File: src/rtl/serial_adder_if.sv
// serial_adder_if -- request/result bundle for the bit-serial adder.
//   master : drives Start, Mode, A, B, C; observes Busy, Done, Sum, Carry, Overflow
//   slave  : the adder side of the same signals
interface serial_adder_if #(
  parameter int WIDTH = 8
);
  logic             Start;
  logic             Mode;
  logic [WIDTH-1:0] A;
  logic [WIDTH-1:0] B;
  logic             C;
  logic             Busy;
  logic             Done;
  logic [WIDTH-1:0] Sum;
  logic             Carry;
  logic             Overflow;

  modport master (
    output Start, Mode, A, B, C,
    input  Busy, Done, Sum, Carry, Overflow
  );

  modport slave (
    input  Start, Mode, A, B, C,
    output Busy, Done, Sum, Carry, Overflow
  );
endinterface

File: src/rtl/serial_adder.sv
// serial_adder -- bit-serial add/subtract, LSB first, one bit per clock.
//   clk  : single clock, rising edge
//   rst  : synchronous active-high reset
//   bus  : serial_adder_if.slave
//          Start/Mode/A/B/C sampled when not busy (IDLE or DONE)
//          Busy high during RUN, Done one-cycle pulse with Sum/Carry/Overflow
//          Mode=1 computes A - B - C; Carry is then the no-borrow flag.
//
// state | meaning
// IDLE  | waiting for Start
// RUN   | one operand bit per cycle through the 1-bit full adder
// DONE  | result presented for one cycle; Start here chains the next op
module serial_adder #(
  parameter int WIDTH = 8
) (
  input  logic          clk,
  input  logic          rst,
  serial_adder_if.slave bus
);
  localparam int            CW   = (WIDTH > 1) ? $clog2(WIDTH) : 1;
  localparam logic [CW-1:0] LAST = CW'(WIDTH - 1);

  typedef enum logic [1:0] {IDLE, RUN, DONE} state_t;

  state_t           state;
  logic [WIDTH-1:0] a_q;
  logic [WIDTH-1:0] b_q;
  logic [WIDTH-1:0] shift_q;
  logic             mode_q;
  logic             carry_q;
  logic [CW-1:0]    cnt_q;

  logic             a_bit;
  logic             b_bit;
  logic             s_bit;
  logic             c_out;
  logic [WIDTH-1:0] shift_nxt;

  // Single full adder; subtraction inverts B and the borrow-in (loaded
  // into carry_q at accept), giving A + ~B + ~C.
  always_comb begin
    a_bit     = a_q[cnt_q];
    b_bit     = b_q[cnt_q] ^ mode_q;
    s_bit     = a_bit ^ b_bit ^ carry_q;
    c_out     = (a_bit & b_bit) | (a_bit & carry_q) | (b_bit & carry_q);
    shift_nxt = {s_bit, shift_q[WIDTH-1:1]};
  end

  always_ff @(posedge clk) begin
    if (rst) begin
      state        <= IDLE;
      a_q          <= '0;
      b_q          <= '0;
      shift_q      <= '0;
      mode_q       <= 1'b0;
      carry_q      <= 1'b0;
      cnt_q        <= '0;
      bus.Busy     <= 1'b0;
      bus.Done     <= 1'b0;
      bus.Sum      <= '0;
      bus.Carry    <= 1'b0;
      bus.Overflow <= 1'b0;
    end else begin
      case (state)
        IDLE, DONE: begin
          bus.Done <= 1'b0;
          if (bus.Start) begin
            a_q      <= bus.A;
            b_q      <= bus.B;
            mode_q   <= bus.Mode;
            carry_q  <= bus.C ^ bus.Mode;
            cnt_q    <= '0;
            bus.Busy <= 1'b1;
            state    <= RUN;
          end else begin
            state <= IDLE;
          end
        end
        RUN: begin
          carry_q <= c_out;
          shift_q <= shift_nxt;
          cnt_q   <= cnt_q + 1'b1;
          if (cnt_q == LAST) begin
            // carry_q here is the carry into the MSB
            bus.Sum      <= shift_nxt;
            bus.Carry    <= c_out;
            bus.Overflow <= carry_q ^ c_out;
            bus.Busy     <= 1'b0;
            bus.Done     <= 1'b1;
            state        <= DONE;
          end
        end
        default: state <= IDLE;
      endcase
    end
  end
endmodule

File: src/flat_wrapper.sv
// flat-port wrapper written by rule: the top's interface ports become plain ports
module serial_adder_flat 
#(
  parameter int WIDTH = 8
)
  (clk, rst, bus_Start, bus_Mode, bus_A, bus_B, bus_C, bus_Busy, bus_Done, bus_Sum, bus_Carry, bus_Overflow);
  serial_adder_if #(.WIDTH(WIDTH)) bus_i ();
  input  logic clk;
  input  logic rst;
  input wire logic [$bits(bus_i.Start)-1:0] bus_Start;
  input wire logic [$bits(bus_i.Mode)-1:0] bus_Mode;
  input wire logic [$bits(bus_i.A)-1:0] bus_A;
  input wire logic [$bits(bus_i.B)-1:0] bus_B;
  input wire logic [$bits(bus_i.C)-1:0] bus_C;
  output wire logic [$bits(bus_i.Busy)-1:0] bus_Busy;
  output wire logic [$bits(bus_i.Done)-1:0] bus_Done;
  output wire logic [$bits(bus_i.Sum)-1:0] bus_Sum;
  output wire logic [$bits(bus_i.Carry)-1:0] bus_Carry;
  output wire logic [$bits(bus_i.Overflow)-1:0] bus_Overflow;
  assign bus_i.Start = bus_Start;
  assign bus_i.Mode = bus_Mode;
  assign bus_i.A = bus_A;
  assign bus_i.B = bus_B;
  assign bus_i.C = bus_C;
  assign bus_Busy = bus_i.Busy;
  assign bus_Done = bus_i.Done;
  assign bus_Sum = bus_i.Sum;
  assign bus_Carry = bus_i.Carry;
  assign bus_Overflow = bus_i.Overflow;
  serial_adder #(.WIDTH(WIDTH)) u_core (.clk(clk), .rst(rst), .bus(bus_i));
endmodule
File: config.mk
export PLATFORM = sky130hd
export DESIGN_NAME = serial_adder_flat
export DESIGN_NICKNAME = d
export VERILOG_FILES = /design/src/rtl/serial_adder_if.sv /design/src/rtl/serial_adder.sv /design/src/flat_wrapper.sv
export SDC_FILE = /design/constraint.sdc
export NUM_CORES = 1
export LEC_CHECK = 0
export CAP_MARGIN = 20
export CORE_ASPECT_RATIO = 0.9
export CORE_UTILIZATION = 45
export CTS_BUF_LIST = sky130_fd_sc_hd__clkbuf_16
export DETAILED_ROUTE_END_ITERATION = 7
export GPL_TIMING_DRIVEN = 0
export PLACE_DENSITY = 0.78
export SETUP_SLACK_MARGIN = 0.02
export SLEW_MARGIN = 20
export SYNTH_ARGS = -nofsm -noshare
export SYNTH_HDL_FRONTEND = slang
export SYNTH_SLANG_ARGS = --single-unit
File: constraint.sdc
create_clock -name clk -period 1.85 [get_ports clk]
set_input_delay 0.2775 -clock clk [delete_from_list [all_inputs] [get_ports clk]]
set_output_delay 0.2775 -clock clk [all_outputs]
set_load 0.005 [all_outputs]
==> results.txt, run 1 <==
----------------------------------------------------
[STA]
  Final count of pins violating max slew ... 0
  Number of hold-slack violations in the final timing report ... 0
  Portion of the clock cycle consumed by the worst path in the final layout ... 107%
  Final WS setup ... -127 ps
  Shortest clock period the worst path allows after layout ... 1980 ps
  Slew at the pin with the worst max-slew slack ... 545 ps
  Unrepaired setup endpoints after global routing ... true
  Setup TNS ... -353 ps
  Relative slew slack ... 63.7%
  Maximum clock frequency ... between 0.5 and 0.6 GHz
  Setup Viol. Count Final ... 4
  Clock Skews ... roughly 4.8 ps

[Routing]
  Remaining DRCs ... 0
  Total Routed Length ... 3.45 mm
  Number of routed nets with antenna violations ... 0
  Number of vias per cell after detailed routing ... between 5 and 6
  TritonRoute pass-1 iters ... 5
  Wire length per cell ... ~12 µm
  Number of DRC violations after detailed-routing iteration 0 ... between 80 and 90
  Via count ... between 1000 and 1500

[Run status]
  Status ... finished, violations left
  Violated checks ... setup timing

[Global routing]
  Total Routing Usage GR ... 19.6%
  Global-route wire length before repair ... around 5.7 mm
  Largest net degree at the start of global routing ... 13
  Final global-route overflow total ... 0
  Via count of the first global-routing pass ... between 1000 and 1500
  Number of antenna violations at the first check in global routing ... 0

[Floorplanning]
  Core Footprint ... 0.00345 mm²
  Die H ... between 50 and 60 µm
  Count of standard-cell rows ... 20
  Starting density of the core ... about half
  I/O pin total ... 33
  Die Outline Area ... 0.00396 mm²
  Horizontal extent of the die ... between 60 and 70 µm

[CTS]
  Maximum clock insertion buffer count ... 2
  Number of sinks on the clock net ... 42
  Clock slew seen by the registers of the worst setup and hold paths ... 60 ps
  Cell chosen for the clock root ... sky130_fd_sc_hd__clkbuf_16
  CTS Buf Count ... 5
  CTS H-tree depth ... 2
  CTS tree ... yes
  Clock latency reported for the late side of the worst-skew pair ... between 200 and 300 ps

[Cells and area]
  Highest-count cells in the layout ignoring fill and taps ... sky130_fd_sc_hd__nand2_1, sky130_fd_sc_hd__dfxtp_1, sky130_fd_sc_hd__a21oi_1
  Fill cells ... approximately 310
  Nets ... 259
  Commonest non-fill, non-tap cell in the layout ... sky130_fd_sc_hd__nand2_1
  Footprint of the multi-input gates ... around 800 µm²
  Fraction of layout instances using a drive strength above 1 ... between 10% and 20%
  Synth-to-Final Area Change ... 33.6%
  Area taken by flip-flops and latches ... between 800 and 900 µm²
  # diodes ... 0

[Hold path]
  Path type of the worst min-delay path ... input pin to register
  Hold_sp ... rst

[Power]
  Pwr Density ... about 890 mW/mm²
  Share of total power in the clock network ... about two fifths
  Sequential share of power ... around 48%
  Internal portion of total power ... 1.54 mW
  Switching fraction of total power ... 22.9%
  Total power consumption of the routed design ... between 1.5 and 2 mW
  Gate power share ... between 10 and 15%
  Leakage ... a little under 0.8 nW
  Switching power ... between 0.4 and 0.5 mW
  Worst-case vdd ir drop ... roughly 520 µV

[Worst setup path]
  Highest-delay cell along the critical path ... sky130_fd_sc_hd__mux4_2
  Setup crit end kind ... register
  Critical Path Fanout Max ... 6
  Arrival time at the worst endpoint ... 2170 ps
  Critical path startpoint ... u_core.cnt_q[0]
  Source of the worst register-to-register timing path ... u_core.cnt_q[0]
  Required time at the worst-slack endpoint ... 2050 ps
  Largest incremental delay on the critical path ... 520 ps
  Crit path launch type ... register
  Cell Chain, Critical Path ... buf_6, mux4_2, mux2i_4, fa_2, a211oi_2
  Start-to-end type of the worst setup path ... register to register

[Yosys]
  Net Count, Synth ... about 220
  Share of synthesized registers carrying an async set or reset ... 0%
  Main flop type after synthesis ... sky130_fd_sc_hd__dfxtp_1
  Post-Syn Instances ... ~200
  Post-synthesis instance area ... roughly 0.0017 mm²
  Sequential cell area fraction in the yosys report ... around half
  Post-synth EDFFs ... 0
  Synthesized area per cell ... ~8.6 µm²
  Total of flip-flops plus latches after synthesis ... 42
  Count of distinct cell types in the synthesized netlist ... 25
  Count of yosys warnings during synthesis ... 0

[Job]
  MaxCap Viol Count ... 0

[Placed design]
  Setup Slack @ Placement ... -183 ps
  RD Place Congestion ... between 0.7 and 0.8
  Placed wire-length estimate ... between 2 and 2.5 mm
  IO Port Bufs ... 31

----------------------------------------------------
## synthesized netlist by cell type, types with 2 or more instances
cell type                  number  share of area (%)
sky130_fd_sc_hd__a211oi_1       3                1.3
sky130_fd_sc_hd__nand3_1        4                1.2
sky130_fd_sc_hd__nor2b_1        2               0.75
sky130_fd_sc_hd__xor2_1         2                1.0
sky130_fd_sc_hd__nor2_1         6                1.3
sky130_fd_sc_hd__ha_1           2                1.5
sky130_fd_sc_hd__a21oi_1       36                 11
sky130_fd_sc_hd__mux2i_1        5                3.0
sky130_fd_sc_hd__dfxtp_1       42                 50
sky130_fd_sc_hd__clkbuf_1       6                1.3
sky130_fd_sc_hd__inv_1          2               0.45
sky130_fd_sc_hd__nand2_1       64                 14
sky130_fd_sc_hd__mux4_1         2                3.1
sky130_fd_sc_hd__nand2b_1       3                1.1
sky130_fd_sc_hd__buf_2          6                1.8
## per-layer routing
layer	up-vias	global-route usage, %	share of wire (%)
met5	-	0	0
met2	31	30.3	46
li1	726	-	-
met3	5	4.20	3.7
met4	0	10.0	1.9
met1	652	25.7	48
## critical path, delay by kind of cell (launching register included)
kind	cells	cell delay (ps)
flip-flops	1	400
buffers and inverters	1	120
multiplexers	2	700
adder cells (fa/ha/maj)	1	480
AO/OA/AOI/OAI	1	200
## state kept, by name, indices dropped and copies added (netlist names), 2 cells and up
signal / count
u_core.a_q: 8
u_core.b_q: 8
u_core.bus.Sum: 8
u_core.shift_q: 7
u_core.cnt_q: 3
u_core.state: 2
## layout make-up
type,instances,area share [%]
flip-flops and latches,42,37.9
well taps,44,2.47
inverters,2,0.336
multi-input cells,138,35.6
clock buffers,5,5.61
plain buffers,12,2.35
repair buffers,34,15.2
clock inverters,3,0.504
## final timing paths
path	to	slack (ps)	cells after the start
worst min register to register	u_core.bus.Sum[3]	450	2
worst max-delay path	u_core.shift_q[7]	-130	5
worst max register to register	u_core.shift_q[7]	-130	5
worst min-delay path	u_core.bus.Carry	340	2
## cell families (layout without fill, tap and decap cells)
group / count (synthesis) / in the layout / share of synthesized area (%)
DFF: 42 / 42 / 50.3
buffers and inverters: 15 / 56 / 4.27
AOI/OAI and AO/OA: 42 / 42 / 13.4
muxes: 8 / 8 / 7.49
adders and majority gates: 3 / 3 / 2.70
xor gates and xnor gates: 3 / 3 / 1.57
and+or+nand+nor: 82 / 82 / 20.2
## per-stage QoR
| stage | hold slack, ps | area [µm²] | util, % | std cells |
|---|---|---|---|---|
| after floorplan | 413 | 1680 | - | 195 |
| after global placement | 441 | 2040 | 59.1 | 270 |
| after detailed placement | 447 | 2040 | 59.1 | 270 |
| after CTS | 329 | 2210 | 63.9 | 279 |
| after global routing | 368 | 2230 | 64.6 | 280 |
| final | 339 | 2230 | 64.6 | 280 |
## what timing repair did
action                                 in CTS  in global routing
hold buffers                                0                  0
resized for setup                           7                  4
setup buffers                               2                  1
pin swaps                                   7                  5
endpoints found under the hold margin       0                  0
setup endpoints to repair                   5                  5
## power by group through the flow
stage | Clock [mW] | Combinational (mW) | Sequential (mW)
after floorplan | 0 | 0.132 | 0.975
after global placement | 0 | 0.203 | 0.978
after detailed placement | 0 | 0.207 | 0.979
after CTS | 0.825 | 0.213 | 0.963
after global routing | 0.862 | 0.243 | 0.970
final | 0.812 | 0.219 | 0.965
(Power assumes the default switching activity.)
==> inputs of run 2 (changes only) <==
--- a/config.mk
+++ b/config.mk
@@ -7,8 +7,9 @@
 export LEC_CHECK = 0
 export CAP_MARGIN = 20
 export CORE_ASPECT_RATIO = 0.9
+export CORE_MARGIN = 3
 export CORE_UTILIZATION = 45
-export CTS_BUF_LIST = sky130_fd_sc_hd__clkbuf_16
+export CTS_BUF_LIST = sky130_fd_sc_hd__clkbuf_2 sky130_fd_sc_hd__clkbuf_4 sky130_fd_sc_hd__clkbuf_8
 export DETAILED_ROUTE_END_ITERATION = 7
 export GPL_TIMING_DRIVEN = 0
 export PLACE_DENSITY = 0.78
==> results.txt, run 2 (synthesis results as in run 1) <==
----------------------------------------------------
[Cells and area]
  # diodes ... 0 (unchanged)
  Fraction of layout instances using a drive strength above 1 ... 12.7% (+1.6 points)
  Area taken by flip-flops and latches ... 846 µm² (unchanged)
  Fill cells ... 314 (+1.9%)
  Highest-count cells in the layout ignoring fill and taps ... sky130_fd_sc_hd__nand2_1, sky130_fd_sc_hd__dfxtp_1, sky130_fd_sc_hd__a21oi_1
  Nets ... 260 (+0.39%)
  Largest registers in the final layout ... u_core.a_q x8, u_core.b_q x8, u_core.bus.Sum x8
  Final Cell Area ... 0.00219 mm² (-1.9%)
  Commonest non-fill, non-tap cell in the layout ... sky130_fd_sc_hd__nand2_1
  Synth-to-Final Area Change ... 31.1%
  Footprint of the multi-input gates ... 791 µm² (-0.47%)

[Global routing]
  Number of antenna violations at the first check in global routing ... 0 (unchanged)
  Global-route wire length before repair ... 5.81 mm (+2.4%)
  Final global-route overflow total ... 0 (unchanged)
  Largest net degree at the start of global routing ... 13 (unchanged)
  Via count of the first global-routing pass ... 1309 (+3.9%)
  Total Routing Usage GR ... 16.2% (-3.4 points)

[CTS]
  CTS Buf Count ... 5 (unchanged)
  Clock latency reported for the late side of the worst-skew pair ... 290 ps (about the same)
  Maximum clock insertion buffer count ... 2 (unchanged)
  CTS tree ... yes
  Number of sinks on the clock net ... 42 (unchanged)
  CTS H-tree depth ... 2 (unchanged)
  Clock slew seen by the registers of the worst setup and hold paths ... 70 ps (about the same)
  Cell chosen for the clock root ... sky130_fd_sc_hd__clkbuf_8

[Worst setup path]
  Source of the worst register-to-register timing path ... u_core.cnt_q[0]
  Crit path launch type ... register
  Critical register-to-register path endpoint ... u_core.shift_q[7]
  Worst reg-to-reg path cell count ... 5 (unchanged)
  Arrival time at the worst endpoint ... 2180 ps (about the same)
  R2r setup slk ... -110 ps (about the same)
  Start-to-end type of the worst setup path ... register to register
  Setup crit end kind ... register
  Required time at the worst-slack endpoint ... 2060 ps (about the same)
  Critical Path Fanout Max ... 7 (+1)

[STA]
  Unrepaired setup endpoints after global routing ... true
  Shortest clock period the worst path allows after layout ... 1960 ps (-12.9 ps)
  Number of hold-slack violations in the final timing report ... 0 (unchanged)
  Maximum clock frequency ... 0.509 GHz (+0.66%)
  Setup Viol. Count Final ... 5 (+1)
  Final count of pins violating max slew ... 0 (unchanged)
  Portion of the clock cycle consumed by the worst path in the final layout ... 106% (-0.70 points)
  Relative slew slack ... 63.9% (+0.25 points)
  Clock Skews ... 2.91 ps (-1.85 ps)
  Final WS setup ... -114 ps (+12.9 ps)
  Slew at the pin with the worst max-slew slack ... 541 ps (-3.74 ps)

[Floorplanning]
  Starting density of the core ... 48.0% (-0.35 points)
  Die Outline Area ... 0.00448 mm² (+13%)
  Core Footprint ... 0.00348 mm² (+0.72%)
  Count of standard-cell rows ... 20 (unchanged)
  I/O pin total ... 33 (unchanged)
  Horizontal extent of the die ... 70.2 µm (+6.0%)
  Die H ... 63.8 µm (+6.7%)

[Placed design]
  IO Port Bufs ... 31 (unchanged)
  Setup Slack @ Placement ... -186 ps (-3.21 ps)
  RD Place Congestion ... 0.797 (+5.4%)
  Placed wire-length estimate ... 2.47 mm (+4.9%)
  Dpl cell area ... 0.00204 mm² (unchanged)

[Hold path]
  Hold_sp ... rst
  WHS Path Cells ... 2 (unchanged)
  Path type of the worst min-delay path ... input pin to register
  Hold EP ... u_core.bus.Carry

[Run status]
  Status ... finished, violations left
  Violated checks ... setup timing

[Routing]
  Via count ... 1397 (-1.2%)
  Remaining DRCs ... 0 (unchanged)
  Total Routed Length ... 3.37 mm (-2.4%)
  TritonRoute pass-1 iters ... 4 (-1)
  Number of vias per cell after detailed routing ... 4.97 (-1.6%)
  Wire length per cell ... 12.0 µm (-2.7%)
  Number of routed nets with antenna violations ... 0 (unchanged)
  Number of DRC violations after detailed-routing iteration 0 ... 68 (-16%)

[Power]
  Pwr Density ... 811 mW/mm² (-9.3%)
  Worst-case vdd ir drop ... 608 µV (+17%)
  Leakage ... 0.773 nW (-2.1%)

[Job]
  MaxCap Viol Count ... 0 (unchanged)

----------------------------------------------------
[run 2: cell count changes in the layout (fill, tap and decap cells not counted), sizes merged]
cell	delta
buf	+1
clkinv	-2
clkbuf	+2
[run 2: layer usage]
metal | track usage (%) | routed length (µm)
met5 | 0 | 0
met4 | 5.74 | 37
met3 | 3.77 | 152
met2 | 26.3 | 1650
met1 | 21.1 | 1530
[run 2: worst max path at each step]
stage                    start                  end  slack (ps)  cells after the start
2_1_floorplan  u_core.cnt_q[0]  u_core.bus.Overflow         -50                      8
3_3_place_gp   u_core.cnt_q[0]  u_core.bus.Overflow        -180                      8
3_5_place_dp   u_core.cnt_q[0]  u_core.bus.Overflow        -190                      8
4_1_cts        u_core.cnt_q[0]  u_core.bus.Overflow        -130                      7
5_1_grt        u_core.cnt_q[0]  u_core.bus.Overflow        -210                      7
6_report       u_core.cnt_q[0]    u_core.shift_q[7]        -110                      5
[run 2: final cells by class]
type                    count  share of cell area, %
plain buffers              12                   2.51
clock buffers               7                   4.11
clock inverters             1                  0.229
inverters                   2                  0.343
multi-input cells         138                   36.1
flip-flops and latches     42                   38.6
well taps                  44                   2.51
repair buffers             35                   15.5
[run 2: where the power goes]
| part | switching (mW) | internal [mW] | leakage (nW) | total [mW] |
|---|---|---|---|---|
| logic | 0.0997 | 0.111 | 0.379 | 0.210 |
| clock network | 0.287 | 0.315 | 0.0517 | 0.602 |
| registers | 0.0260 | 0.938 | 0.343 | 0.964 |
[run 2: critical path, cell delays in order (launching register included)]
cell and delay, ps:
sky130_fd_sc_hd__dfxtp_4 390, sky130_fd_sc_hd__mux2i_1 130, sky130_fd_sc_hd__mux4_2 480, sky130_fd_sc_hd__xor2_1 190, sky130_fd_sc_hd__fa_2 490, sky130_fd_sc_hd__a211oi_2 210
[run 2: what timing repair did]
item / CTS / global route
endpoints found under the setup margin: 5 / 13
hold buffers: 0 / 0
gates cloned: 0 / 0
pin swaps: 4 / 0
resized for setup: 4 / 5
buffers inserted: 2 / 2
[run 2: stage by stage]
stage,instances,util [%],TNS (ps),hold slack (ps),power (mW)
final,281,62.9,-486,312,1.78
after global routing,281,62.9,-865,316,1.86
after CTS,279,62.0,-407,294,1.79
after detailed placement,270,58.7,-630,447,1.19
after global placement,270,58.7,-497,441,1.18
after floorplan,195,-,-148,413,1.11
==> inputs of run 3 (changes only) <==
--- a/config.mk
+++ b/config.mk
@@ -5,6 +5,7 @@
 export SDC_FILE = /design/constraint.sdc
 export NUM_CORES = 1
 export LEC_CHECK = 0
+export ABC_AREA = 1
 export CAP_MARGIN = 20
 export CORE_ASPECT_RATIO = 0.9
 export CORE_MARGIN = 3
@@ -12,7 +13,7 @@
 export CTS_BUF_LIST = sky130_fd_sc_hd__clkbuf_2 sky130_fd_sc_hd__clkbuf_4 sky130_fd_sc_hd__clkbuf_8
 export DETAILED_ROUTE_END_ITERATION = 7
 export GPL_TIMING_DRIVEN = 0
-export PLACE_DENSITY = 0.78
+export PLACE_DENSITY_LB_ADDON = 0.12
 export SETUP_SLACK_MARGIN = 0.02
 export SLEW_MARGIN = 20
 export SYNTH_ARGS = -nofsm -noshare
==> results.txt, run 3 <==
----------------------------------------------------
[Run status]
  Status ... finished, final reports clean

[STA]
  Worst Hold Slack ... 276 ps (-35.5 ps)
  Setup Viol. Count Final ... 0 (-5)
  Slew at the pin with the worst max-slew slack ... 212 ps (-329 ps)
  Number of hold-slack violations in the final timing report ... 0 (unchanged)
  Maximum clock frequency ... 0.600 GHz (+18%)
  Setup TNS ... 0 ps (+486 ps)
  Portion of the clock cycle consumed by the worst path in the final layout ... 90.1% (-16 points)
  Relative slew slack ... 85.8% (+22 points)
  Clock Skews ... 2.76 ps (-0.154 ps)
  Unrepaired setup endpoints after global routing ... false
  Final count of pins violating max slew ... 0 (unchanged)
  Shortest clock period the worst path allows after layout ... 1670 ps (-296 ps)

[CTS]
  Number of sinks on the clock net ... 42 (unchanged)
  Maximum clock insertion buffer count ... 2 (unchanged)
  Clock latency reported for the late side of the worst-skew pair ... 300 ps (about the same)
  CTS tree ... yes
  CTS H-tree depth ... 2 (unchanged)
  CTS Buf Count ... 5 (unchanged)
  Cell chosen for the clock root ... sky130_fd_sc_hd__clkbuf_8
  Clock slew seen by the registers of the worst setup and hold paths ... 80 ps (about the same)

[Yosys]
  Post-synth EDFFs ... 0 (unchanged)
  Sequential cell area fraction in the yosys report ... 48.1% (-2.2 points)
  Net Count, Synth ... 244 (+11%)
  Post-Syn Instances ... 220 (+13%)
  Cell taking the most area after synthesis ... sky130_fd_sc_hd__dfxtp_1
  Total of flip-flops plus latches after synthesis ... 42 (unchanged)
  Post-synth top area share ... 48.1% (-2.2 points)
  Most frequently used cell type in the post-synthesis netlist ... sky130_fd_sc_hd__dfxtp_1
  Count of distinct cell types in the synthesized netlist ... 24 (-4.0%)
  Share of synthesized registers carrying an async set or reset ... 0% (unchanged)
  Top area cells in the synthesized netlist ... sky130_fd_sc_hd__dfxtp_1, sky130_fd_sc_hd__o21ai_0, sky130_fd_sc_hd__nand2_1
  Count of yosys warnings during synthesis ... 0 (unchanged)
  Main flop type after synthesis ... sky130_fd_sc_hd__dfxtp_1
  Post-synthesis instance area ... 0.00175 mm² (+4.6%)
  Synthesized area per cell ... 7.94 µm² (-7.3%)
  Commonest cells in the synthesized netlist ... sky130_fd_sc_hd__dfxtp_1, sky130_fd_sc_hd__nand2_1, sky130_fd_sc_hd__nor2_1

[Floorplanning]
  Die Outline Area ... 0.00467 mm² (+4.2%)
  Starting density of the core ... 49.2% (+1.1 points)
  Horizontal extent of the die ... 71.7 µm (+2.1%)
  Die H ... 65.1 µm (+2.0%)
  I/O pin total ... 33 (unchanged)
  Core Footprint ... 0.00355 mm² (+2.2%)
  Count of standard-cell rows ... 20 (unchanged)

[Worst setup path]
  Critical path startpoint ... u_core.cnt_q[0]
  Crit path launch type ... register
  Crit path depth ... 12 (+7)
  Critical path endpoint ... u_core.carry_q
  Setup crit end kind ... register
  Most common cell on crit path ... sky130_fd_sc_hd__nand2_1
  Worst reg-to-reg path cell count ... 12 (+7)
  Largest incremental delay on the critical path ... 380 ps (-110 ps)
  Highest-delay cell along the critical path ... sky130_fd_sc_hd__fa_2
  Critical register-to-register path endpoint ... u_core.carry_q
  CP Buf/Inv Count ... 3 (+3)
  Required time at the worst-slack endpoint ... 2100 ps (+40 ps)
  Cell Chain, Critical Path ... buf_6, nor2_1, nor2_1, o21ai_0, o211ai_1, nand2_1, fa_2, inv_1, nand2_1, o211ai_2, nand2_1, inv_1
  Critical Path Fanout Max ... 10 (+3)
  Arrival time at the worst endpoint ... 1920 ps (-260 ps)
  Source of the worst register-to-register timing path ... u_core.cnt_q[0]
  Start-to-end type of the worst setup path ... register to register
  Largest delay share family, worst path ... adder cells
  R2r setup slk ... 180 ps (+300 ps)

[Routing]
  Wire length per cell ... 11.9 µm (-0.84%)
  Remaining DRCs ... 0 (unchanged)
  Number of DRC violations after detailed-routing iteration 0 ... 83 (+22%)
  Total Routed Length ... 3.60 mm (+6.9%)
  Number of vias per cell after detailed routing ... 4.93 (-0.82%)
  Via count ... 1494 (+6.9%)
  Number of routed nets with antenna violations ... 0 (unchanged)
  TritonRoute pass-1 iters ... 4 (unchanged)

[Placed design]
  RD Place Congestion ... 0.767 (-3.8%)
  IO Port Bufs ... 31 (unchanged)
  Placed wire-length estimate ... 2.60 mm (+5.1%)

[Hold path]
  Path type of the worst min-delay path ... input pin to register

[Cells and area]
  Nets ... 282 (+8.5%)
  # diodes ... 0 (unchanged)
  Highest-count cells in the layout ignoring fill and taps ... sky130_fd_sc_hd__dfxtp_1, sky130_fd_sc_hd__nand2_1, sky130_fd_sc_hd__nor2_1, sky130_fd_sc_hd__clkdlybuf4s50_1, sky130_fd_sc_hd__o21ai_0
  Synth-to-Final Area Change ... 27.0%
  Largest registers in the final layout ... u_core.a_q x8, u_core.b_q x8, u_core.bus.Sum x8
  Fraction of layout instances using a drive strength above 1 ... 14.3% (+1.6 points)
  Commonest non-fill, non-tap cell in the layout ... sky130_fd_sc_hd__dfxtp_1

[Global routing]
  Number of antenna violations at the first check in global routing ... 0 (unchanged)
  Final global-route overflow total ... 0 (unchanged)
  Total Routing Usage GR ... 17.0% (+0.80 points)
  Global-route wire length before repair ... 6.08 mm (+4.6%)
  Largest net degree at the start of global routing ... 14 (+1)
  Via count of the first global-routing pass ... 1305 (-0.31%)

[Power]
  Worst-case vdd ir drop ... 483 µV (-21%)
  Leakage ... 0.938 nW (+21%)
  Pwr Density ... 849 mW/mm² (+4.7%)

[Job]
  MaxCap Viol Count ... 0 (unchanged)

----------------------------------------------------
[run 3: cell types whose count changed in the layout (fill, tap and decap cells not counted), sizes merged, moves of 5 or more]
cell    previous run  this run
clkbuf            13         6
o21ai              1        32
mux2i              5         0
nand2             64        38
a21oi             36        19
nand3              4        14
inv                2        23
nor2               6        31
[run 3: cell type report]
type | instances | area [µm²]
buffer | 9 | 72.6
clock buffer | 6 | 82.6
clock inverter | 2 | 12.5
fill | 354 | 1340
inverter | 24 | 103
multi-input combinational | 145 | 739
sequential | 42 | 843
tap | 44 | 55.1
timing repair buffer | 31 | 310
[run 3: timing repair]
item	4_1_cts	5_1_grt
cloned	0	0
endpoints found under the setup margin	1	3
resized for setup	1	5
hold buffers	0	0
setup buffers	0	0
[run 3: cells by family after synthesis]
family | Yosys count | synth area share [%]
simple gates | 85 | 21.3
compound gates | 55 | 17.3
flops | 42 | 48.1
buf+inv | 33 | 9.67
fa+ha+maj | 3 | 2.58
xor+xnor | 2 | 1.00
[run 3: worst min path at each step]
stage                             start               to  cells after the start
final                               rst  u_core.cnt_q[1]                      2
after global routing                rst  u_core.cnt_q[1]                      2
after CTS                           rst  u_core.cnt_q[2]                      2
after detailed placement  u_core.b_q[0]    u_core.b_q[0]                      2
after global placement    u_core.b_q[1]    u_core.b_q[1]                      2
after floorplan           u_core.b_q[6]    u_core.b_q[6]                      2
[run 3: per-layer routing]
metal / vias to the layer above / global-route usage (%) / share of wire (%)
li1: 792 / - / -
met1: 661 / 23.1 / 50
met2: 34 / 24.5 / 42
met3: 7 / 5.20 / 5.8
met4: 0 / 7.75 / 1.6
met5: - / 0 / 0
[run 3: where the power goes]
part           total [mW]  switching (mW)  internal [mW]  leakage [nW]
registers           0.986          0.0283          0.958         0.345
clock network       0.609           0.309          0.300        0.0472
logic               0.289           0.157          0.132         0.546
[run 3: metrics by stage]
stage / area [µm²] / utilization [%] / worst slack, ps / std cells / total power, mW
floorplan: 1750 / - / 236 / 220 / 1.19
global placement: 2110 / 59.4 / 53.0 / 295 / 1.29
detailed placement: 2110 / 59.4 / 25.3 / 295 / 1.29
CTS: 2210 / 62.2 / 56.2 / 303 / 1.90
global route: 2220 / 62.4 / 43.3 / 303 / 2.00
finish: 2220 / 62.4 / 182 / 303 / 1.88
